[src/rtl/sr_cmd_gen_pkg.sv]
// Shared definitions for the sr_flip_flop command generator: FSM encoding and
// default timing constants used by the generator and its integration.
package sr_cmd_gen_pkg;

    typedef enum logic [1:0] {
        StIdle = 2'd0,
        StSetP = 2'd1,
        StHold = 2'd2,
        StClrP = 2'd3
    } sr_state_e;

    localparam int unsigned DefDebounce = 4;
    localparam int unsigned DefTimeout  = 16;

    function automatic int unsigned max_u(input int unsigned a, input int unsigned b);
        return (a > b) ? a : b;
    endfunction

endpackage

[src/rtl/btn_debounce.sv]
// One push-button channel: 2-flop synchroniser, stability counter and a
// one-cycle pulse on each accepted rising level.
module btn_debounce
    import sr_cmd_gen_pkg::*;
#(
    parameter int unsigned DEBOUNCE = DefDebounce,
    parameter int unsigned CNT_W    = 8
) (
    input  logic clk,
    input  logic rst,
    input  logic raw,
    output logic level,
    output logic rise
);

    logic [1:0]       sync_q;
    logic             synced;
    logic             level_q, level_d;
    logic             rise_q, rise_d;
    logic [CNT_W-1:0] cnt_q, cnt_d;

    assign synced = sync_q[1];

    always_comb begin
        cnt_d   = '0;
        level_d = level_q;
        rise_d  = 1'b0;
        if (synced != level_q) begin
            // The DEBOUNCE-th differing cycle accepts the new level.
            if (cnt_q == CNT_W'(DEBOUNCE - 1)) begin
                level_d = synced;
                rise_d  = synced;
            end else begin
                cnt_d = cnt_q + 1'b1;
            end
        end
    end

    always_ff @(posedge clk) begin
        if (rst) begin
            sync_q  <= '0;
            level_q <= 1'b0;
            rise_q  <= 1'b0;
            cnt_q   <= '0;
        end else begin
            sync_q  <= {sync_q[0], raw};
            level_q <= level_d;
            rise_q  <= rise_d;
            cnt_q   <= cnt_d;
        end
    end

    assign level = level_q;
    assign rise  = rise_q;

endmodule

[src/rtl/sr_cmd_gen.sv]
// Turns debounced set/clear button presses into exclusive one-cycle s/r pulses
// for an sr_flip_flop, auto-clears after a hold time and checks q feedback.
module sr_cmd_gen
    import sr_cmd_gen_pkg::*;
#(
    parameter int unsigned DEBOUNCE = DefDebounce,
    parameter int unsigned TIMEOUT  = DefTimeout,
    parameter int unsigned CNT_W    = 8
) (
    input  logic clk,
    input  logic rst,
    input  logic set_btn,
    input  logic clr_btn,
    input  logic q_fb,
    output logic s,
    output logic r,
    output logic holding,
    output logic err
);

    if (DEBOUNCE < 2 || TIMEOUT < 2 ||
        CNT_W < $clog2(max_u(DEBOUNCE, TIMEOUT) + 1)) begin : gen_param_check
        $error("sr_cmd_gen: DEBOUNCE/TIMEOUT below 2 or CNT_W too narrow");
    end

    logic set_req, clr_req;
    logic set_level, clr_level;

    btn_debounce #(
        .DEBOUNCE (DEBOUNCE),
        .CNT_W    (CNT_W)
    ) u_set_db (
        .clk   (clk),
        .rst   (rst),
        .raw   (set_btn),
        .level (set_level),
        .rise  (set_req)
    );

    btn_debounce #(
        .DEBOUNCE (DEBOUNCE),
        .CNT_W    (CNT_W)
    ) u_clr_db (
        .clk   (clk),
        .rst   (rst),
        .raw   (clr_btn),
        .level (clr_level),
        .rise  (clr_req)
    );

    // Only the request pulses drive the FSM; the levels are kept for debug.
    logic unused_levels;
    assign unused_levels = set_level ^ clr_level;

    sr_state_e        state_q, state_d;
    logic [CNT_W-1:0] timer_q, timer_d;
    logic             s_q, r_q, holding_q, err_q;
    logic             err_d;

    always_comb begin
        state_d = state_q;
        timer_d = timer_q;
        unique case (state_q)
            StIdle: begin
                if (clr_req) begin
                    state_d = StClrP;
                end else if (set_req) begin
                    state_d = StSetP;
                end
            end
            StSetP: begin
                if (clr_req) begin
                    state_d = StClrP;
                end else begin
                    state_d = StHold;
                    timer_d = '0;
                end
            end
            StHold: begin
                if (clr_req) begin
                    state_d = StClrP;
                end else if (set_req) begin
                    timer_d = '0;
                end else if (timer_q == CNT_W'(TIMEOUT - 1)) begin
                    state_d = StClrP;
                end else begin
                    timer_d = timer_q + 1'b1;
                end
            end
            StClrP: begin
                // A clear press landing here still wins over a coincident set.
                if (set_req && !clr_req) begin
                    state_d = StSetP;
                end else begin
                    state_d = StIdle;
                end
            end
            default: state_d = StIdle;
        endcase
    end

    assign err_d = err_q | ((state_q == StHold) & ~q_fb);

    always_ff @(posedge clk) begin
        if (rst) begin
            state_q   <= StIdle;
            timer_q   <= '0;
            s_q       <= 1'b0;
            r_q       <= 1'b0;
            holding_q <= 1'b0;
            err_q     <= 1'b0;
        end else begin
            state_q   <= state_d;
            timer_q   <= timer_d;
            s_q       <= (state_d == StSetP);
            r_q       <= (state_d == StClrP);
            holding_q <= (state_d == StHold);
            err_q     <= err_d;
        end
    end

    assign s       = s_q;
    assign r       = r_q;
    assign holding = holding_q;
    assign err     = err_q;

endmodule

[config.mk]
export PLATFORM = sky130hd
export DESIGN_NAME = sr_cmd_gen
export DESIGN_NICKNAME = d
export VERILOG_FILES = /design/src/rtl/sr_cmd_gen_pkg.sv /design/src/rtl/btn_debounce.sv /design/src/rtl/sr_cmd_gen.sv
export SDC_FILE = /design/constraint.sdc
export NUM_CORES = 1
export LEC_CHECK = 0
export BUFFER_PORTS_ARGS = -buffer_cell sky130_fd_sc_hd__buf_4
export CORE_ASPECT_RATIO = 2
export CORE_UTILIZATION = 23
export CTS_CLUSTER_SIZE = 24
export DETAILED_ROUTE_END_ITERATION = 7
export PLACE_DENSITY = 0.49
export SYNTH_ARGS = -nofsm -noshare
export SYNTH_HDL_FRONTEND = slang
export SYNTH_HIERARCHICAL = 1
export SYNTH_SLANG_ARGS = --single-unit
[constraint.sdc]
create_clock -name clk -period 5.1 [get_ports clk]
set_clock_uncertainty 0.1 [all_clocks]
set_input_delay 0.51 -clock clk [delete_from_list [all_inputs] [get_ports clk]]
set_output_delay 0.51 -clock clk [all_outputs]
set_load 0.01 [all_outputs]
# ---- Word level (Yosys, flattened, before mapping)
# Cells that the tools add are included.
# W data, S select, Z words.
dict set report classes {
  n_addsub 3
  n_eq_ne 14
  muxes 13
  n_bitwise 7
  n_reduce_logical 11
}
# operator count
set ops {}
lappend ops {{$mux W8} 4}
lappend ops {{$add A8 B1 Y8 const B} 3}
lappend ops {{$eq A8 B2 Y1 const B} 2}
lappend ops {{$pmux W8 S2} 1}
lappend ops {{$reduce_or A3 Y1} 4}
lappend ops {{$mux W2} 5}
lappend ops {{$eq A2 B2 Y1 const B} 4}
lappend ops {{$eq A8 B4 Y1 const B} 1}
lappend ops {{$pmux W2 S4} 1}
lappend ops {{$not A1 Y1} 5}
lappend ops {{$eq A2 B1 Y1 const B} 2}
lappend ops {{$ne A2 B2 Y1 const B} 2}
lappend ops {{$reduce_and A2 Y1} 2}
lappend ops {{$reduce_and A4 Y1} 1}
lappend ops {{$ne A3 B2 Y1 const B} 1}
lappend ops {{$logic_not A2 Y1} 1}
lappend ops {{$mux W1} 2}
lappend ops {{$ne A1 B1 Y1} 2}
lappend ops {{$reduce_bool A2 Y1} 1}
lappend ops {{$and A1 B1 Y1} 1}
lappend ops {{$logic_and A1 B1 Y1} 1}
lappend ops {{$logic_not A1 Y1} 1}
lappend ops {{$or A1 B1 Y1} 1}
dict set report totals {
  register_bits 38
  inputBits 5
  output_inout_bits 4
  elab_cells 62
}

# ---- Longest topological paths before layout
dict set report depth {
  word_depth 6
  ltp_mapped 6
  ltp_nobuf 6
}

# ---- Hierarchy
# The synthesis kept the hierarchy.
# module n_inst cells_each area_per_inst_um2
set modules_own_cells {}
lappend modules_own_cells {btn_debounce 2 51 467.9}
lappend modules_own_cells {sr_cmd_gen 1 84 743.2}

# ---- Least setup slack after synthesis
# Ideal clock, no wire load.
dict set report synth_path {
  kind {register to register}
  start {register state_q[0]}
  end {register holding_q, in the netlist holding}
  setup_time_ns 0.060
  t_arrival_ns 1.545
  required_ns 4.940
  slack_ns 3.395
  stages_incl_launch_ff 7
  n_path_buf 0
  synth_period_minus_slack_ns 1.705
  path_cell_list {dfxtp_1 > inv_1 > ha_1 > a221oi_1 > a21oi_1 > o31ai_1 > and2_1}
}
dict set report synth_between {
  elab_chain_len 5
}
# item line
set synth_lines {}
lappend synth_lines {{from (decl)} sr_cmd_gen.sv:55} ;# sr_state_e state_q, state_d;
lappend synth_lines {{from (signal assigned)} sr_cmd_gen.sv:106} ;# state_q <= StIdle;
lappend synth_lines {{from (signal assigned)} sr_cmd_gen.sv:113} ;# state_q <= state_d;
lappend synth_lines {{$mux W2} sr_cmd_gen.sv:84} ;# end else if (timer_q == CNT_W'(TIMEOUT - 1)) begin
lappend synth_lines {{$mux W2} sr_cmd_gen.sv:82} ;# end else if (set_req) begin
lappend synth_lines {{$mux W2} sr_cmd_gen.sv:80} ;# if (clr_req) begin
lappend synth_lines {{$pmux W2 S4 *} sr_cmd_gen.sv:63} ;# unique case (state_q)
lappend synth_lines {{$eq A2 B2 Y1 *} sr_cmd_gen.sv:117} ;# holding_q <= (state_d == StHold);
lappend synth_lines {{to (signal assigned)} sr_cmd_gen.sv:117}
lappend synth_lines {{to (decl)} sr_cmd_gen.sv:57} ;# logic s_q, r_q, holding_q, err_q;
# Every way passes the cells marked *; elsewhere a longest branch is shown, timed or not.
# A chain may end at the register's enable or synchronous reset.

# ---- Final worst setup path
dict set report layout_path {
  start {register state_q[0]}
  end {register timer_q[6]}
}
dict set report layout_between {
  elab_chain_len 3
}
# item line
set layout_lines {}
lappend layout_lines {{$eq A2 B2 Y1 / $eq A2 B1 Y1 (equally long branches)} sr_cmd_gen.sv:63}
lappend layout_lines {{$ne A3 B2 Y1 (no line), or another cell as far along} --}
lappend layout_lines {{$reduce_and A4 Y1 (no line)} --}
lappend layout_lines {{to (signal assigned)} sr_cmd_gen.sv:114} ;# timer_q <= timer_d;
lappend layout_lines {{to (decl)} sr_cmd_gen.sv:56} ;# logic [CNT_W-1:0] timer_q, timer_d;
# Parallel ways exist; a longest one is shown, timed or not.

==> results by group <==
Clocking
  – H-tree depth: 2
  – CTS tree: done
  – CTS buffer count: 5
  – Maximum root-to-sink buffer count: 2
  – Post-CTS Setup Bufs: 0
  – # hold bufs at CTS: 0
  – Clock root buffer: clkbuf_16
  – PostCTS Resize Cnt: 0
  – Clk sinks: 38
  – Worst skew pair latency: 0.27 ns
  – Clock transition at path regs: about 0.050 ns

Cells and area
  – Layout Nets: 211
  – Commonest non-fill, non-tap cell in the layout: dfxtp_1
  – Post-Layout Cell Count: between 200 and 300
  – Fillers: 787
  – Most frequent cells in the layout: dfxtp_1 (38), nor2_1 (21), inv_1 (14), a21oi_1 (14), nand3_1 (10)
  – Post-layout util: around 28%
  – P&R area growth vs syn: 17.7%
  – Share of cells above drive strength 1: 11.1%
  – Ant diodes: 0

GRT
  – Met1 Use GR: 7.87%
  – First-pass GRT wire length: roughly 5400 µm
  – Gr busiest metal: met2
  – GRT Total Usage: a little under a tenth
  – Vias in the first global route: 1281
  – Largest net degree at the start of global routing: 22
  – Initial antenna violation count: 0
  – Met2 GRT Util: 17.1%
  – Met3 usage: 2.14%
  – Total grt overflow: 0

Timing
  – Final setup violation count: 0
  – Top achievable clock speed: around 510 MHz
  – Fin Hold WS: 0.335 ns
  – TNS Setup: 0 ns
  – Rel. slew slack: 67.1%
  – Max Transition Viols Final: 0
  – Final Hold Viols: 0
  – Tmin final: 1.95 ns
  – Slew @ Worst Pin: 0.491 ns
  – Period Utilization, post-route: roughly two fifths
  – Unrepaired setup endpoints after global routing: false

Detailed routing
  – Routed Antenna Nets: 0
  – TritonRoute pass-1 iters: 4
  – Via count: 1312
  – Total Wirelength: around 3200 µm
  – Starting DRC count in detailed routing: 25
  – Average wire per standard cell: 11.1 µm
  – Vias per cell: 4.54
  – Post-route DRC: 0

Synthesis
  – Register area share after synthesis: 45.3%
  – Synthesized flop and latch total: 38
  – Synthesized instance count: 186
  – Area contributors post-synth: dfxtp_1 (45%), ha_1 (5.2%), nor2_1 (4.7%), a21oi_1 (4.2%), inv_1 (3.1%)
  – Most used DFF post-synth: dfxtp_1
  – Syn Std Cell Area: 1680 µm²
  – YS warnings: 6
  – Yosys top cell by area: dfxtp_1
  – Ys async rst share: 0%
  – Post-Syn Area per Cell: 9.03 µm²
  – Synth Net Count: 198
  – Cell variety after synth: 39
  – Number of synthesized flops with an enable pin: 0
  – Top cell type's share of synthesized area: 45.3%

Die
  – Core area: approximately 7000 µm²
  – Die ar.: 7670 µm²
  – I/O pin cnt: 9
  – DIE HEIGHT: ~120 µm
  – Row cnt: 43
  – Starting density of the core: 24.0%
  – Die width: approximately 62 µm

Worst setup path
  – CP Max Fanout: 7
  – Worst reg2reg path depth: 6
  – WS Path Type: flip-flop to flip-flop
  – RR Startpoint: state_q[0]
  – Worst Setup Start Kind: flip-flop
  – Worst reg2reg setup slack: 3.15 ns
  – Critical Path RT: 5.22 ns
  – Critical path endpoint category: flip-flop
  – Worst R2R End: timer_q[6]
  – Data arrival, critical path: approximately 2.1 ns

Status
  – Status: finished, final reports clean

Flow run
  – Max_cap viols: 0

Min path
  – Hold Crit Class: flip-flop to flip-flop
  – Worst Hold Path EP: u_clr_db/sync_q[1]
  – Worst Min Path Start: u_clr_db/sync_q[0]
  – Hold Path Depth: 1

Power and ir drop
  – LEAKAGE: 0.000704 µW
  – Pwr/cell area: 419 nW/µm²
  – Maximum VDD drop: 0.182 mV

Placed design
  – GPL Wtd Cong: 0.702
  – Half-perimeter wire length after placement: 2380 µm
  – I/O Buffers: 8
  – Placed insts: 282
==> state kept, by name, summed over array words and instances (netlist names), 2 cells and up <==
| name | count |
|---|---|
| state_q | 2 |
| timer_q | 8 |
| u_clr_db/cnt_q | 8 |
| u_clr_db/sync_q | 2 |
| u_set_db/cnt_q | 8 |
| u_set_db/sync_q | 2 |
==> layout make-up <==
class | count | area [µm²] | area share (%)
clock buffer | 7 | 133 | 6.71
sequential | 38 | 761 | 38.5
inverter | 14 | 52.6 | 2.66
multi-input combinational | 132 | 858 | 43.4
tap | 90 | 113 | 5.70
timing repair buffer | 8 | 60.1 | 3.04
==> synthesized netlist by cell type (3+ instances only) <==
library cell  count
nor2_1           21
nand3_1          10
nand2_1           9
o21ai_0           9
a21oi_1          14
nor2b_1           6
nand4_1           3
dfxtp_1          38
xnor2_1           4
nor4b_1           3
xor2_1            4
or3_1             8
ha_1              7
nor4_1            3
inv_1            14
==> per-stage QoR <==
stage	power, µW	cell area (µm²)	setup WS (ns)
after floorplan	495	1680	3.40
after global routing	885	1980	2.96
after CTS	844	1980	3.15
after global placement	552	1840	3.19
after detailed placement	554	1840	3.17
final	829	1980	3.15
==> critical path, stage by stage (launching register included) <==
cell	delay, ns
dfxtp_1	0.34
inv_1	0.09
ha_1	0.28
nor3b_1	0.45
o311ai_2	0.25
nor4_1	0.26
a21o_1	0.12
==> layer usage <==
metal	routed length, µm	up-vias
li1	-	684
met1	1220	599
met2	1790	19
met3	68	10
met4	144	0
met5	0	-
==> power breakdown <==
group	internal [µW]	switching, µW	total, µW
clock	178	106	284
sequential	322	16.8	339
combinational	89.6	117	206
==> kinds of logic (layout without fill, tap and decap cells) <==
| family | count (synthesis) | count (layout) | synth area share [%] |
|---|---|---|---|
| simple gates | 76 | 76 | 24.8 |
| compound gates | 40 | 40 | 16.3 |
| flops | 38 | 38 | 45.3 |
| buf+inv | 16 | 29 | 3.58 |
| xor+xnor | 8 | 8 | 4.17 |
| fa+ha+maj | 7 | 7 | 5.22 |
| mux | 1 | 1 | 0.596 |
==> worst max path at each step <==
stage	start	to	cells after the start
3_3_place_gp	state_q[0]	holding	6
6_report	state_q[0]	timer_q[6]	6
3_5_place_dp	state_q[0]	holding	6
4_1_cts	state_q[0]	timer_q[6]	6
2_1_floorplan	state_q[0]	holding	6
5_1_grt	state_q[0]	holding	6
Power figures use the tool's default switching activity.
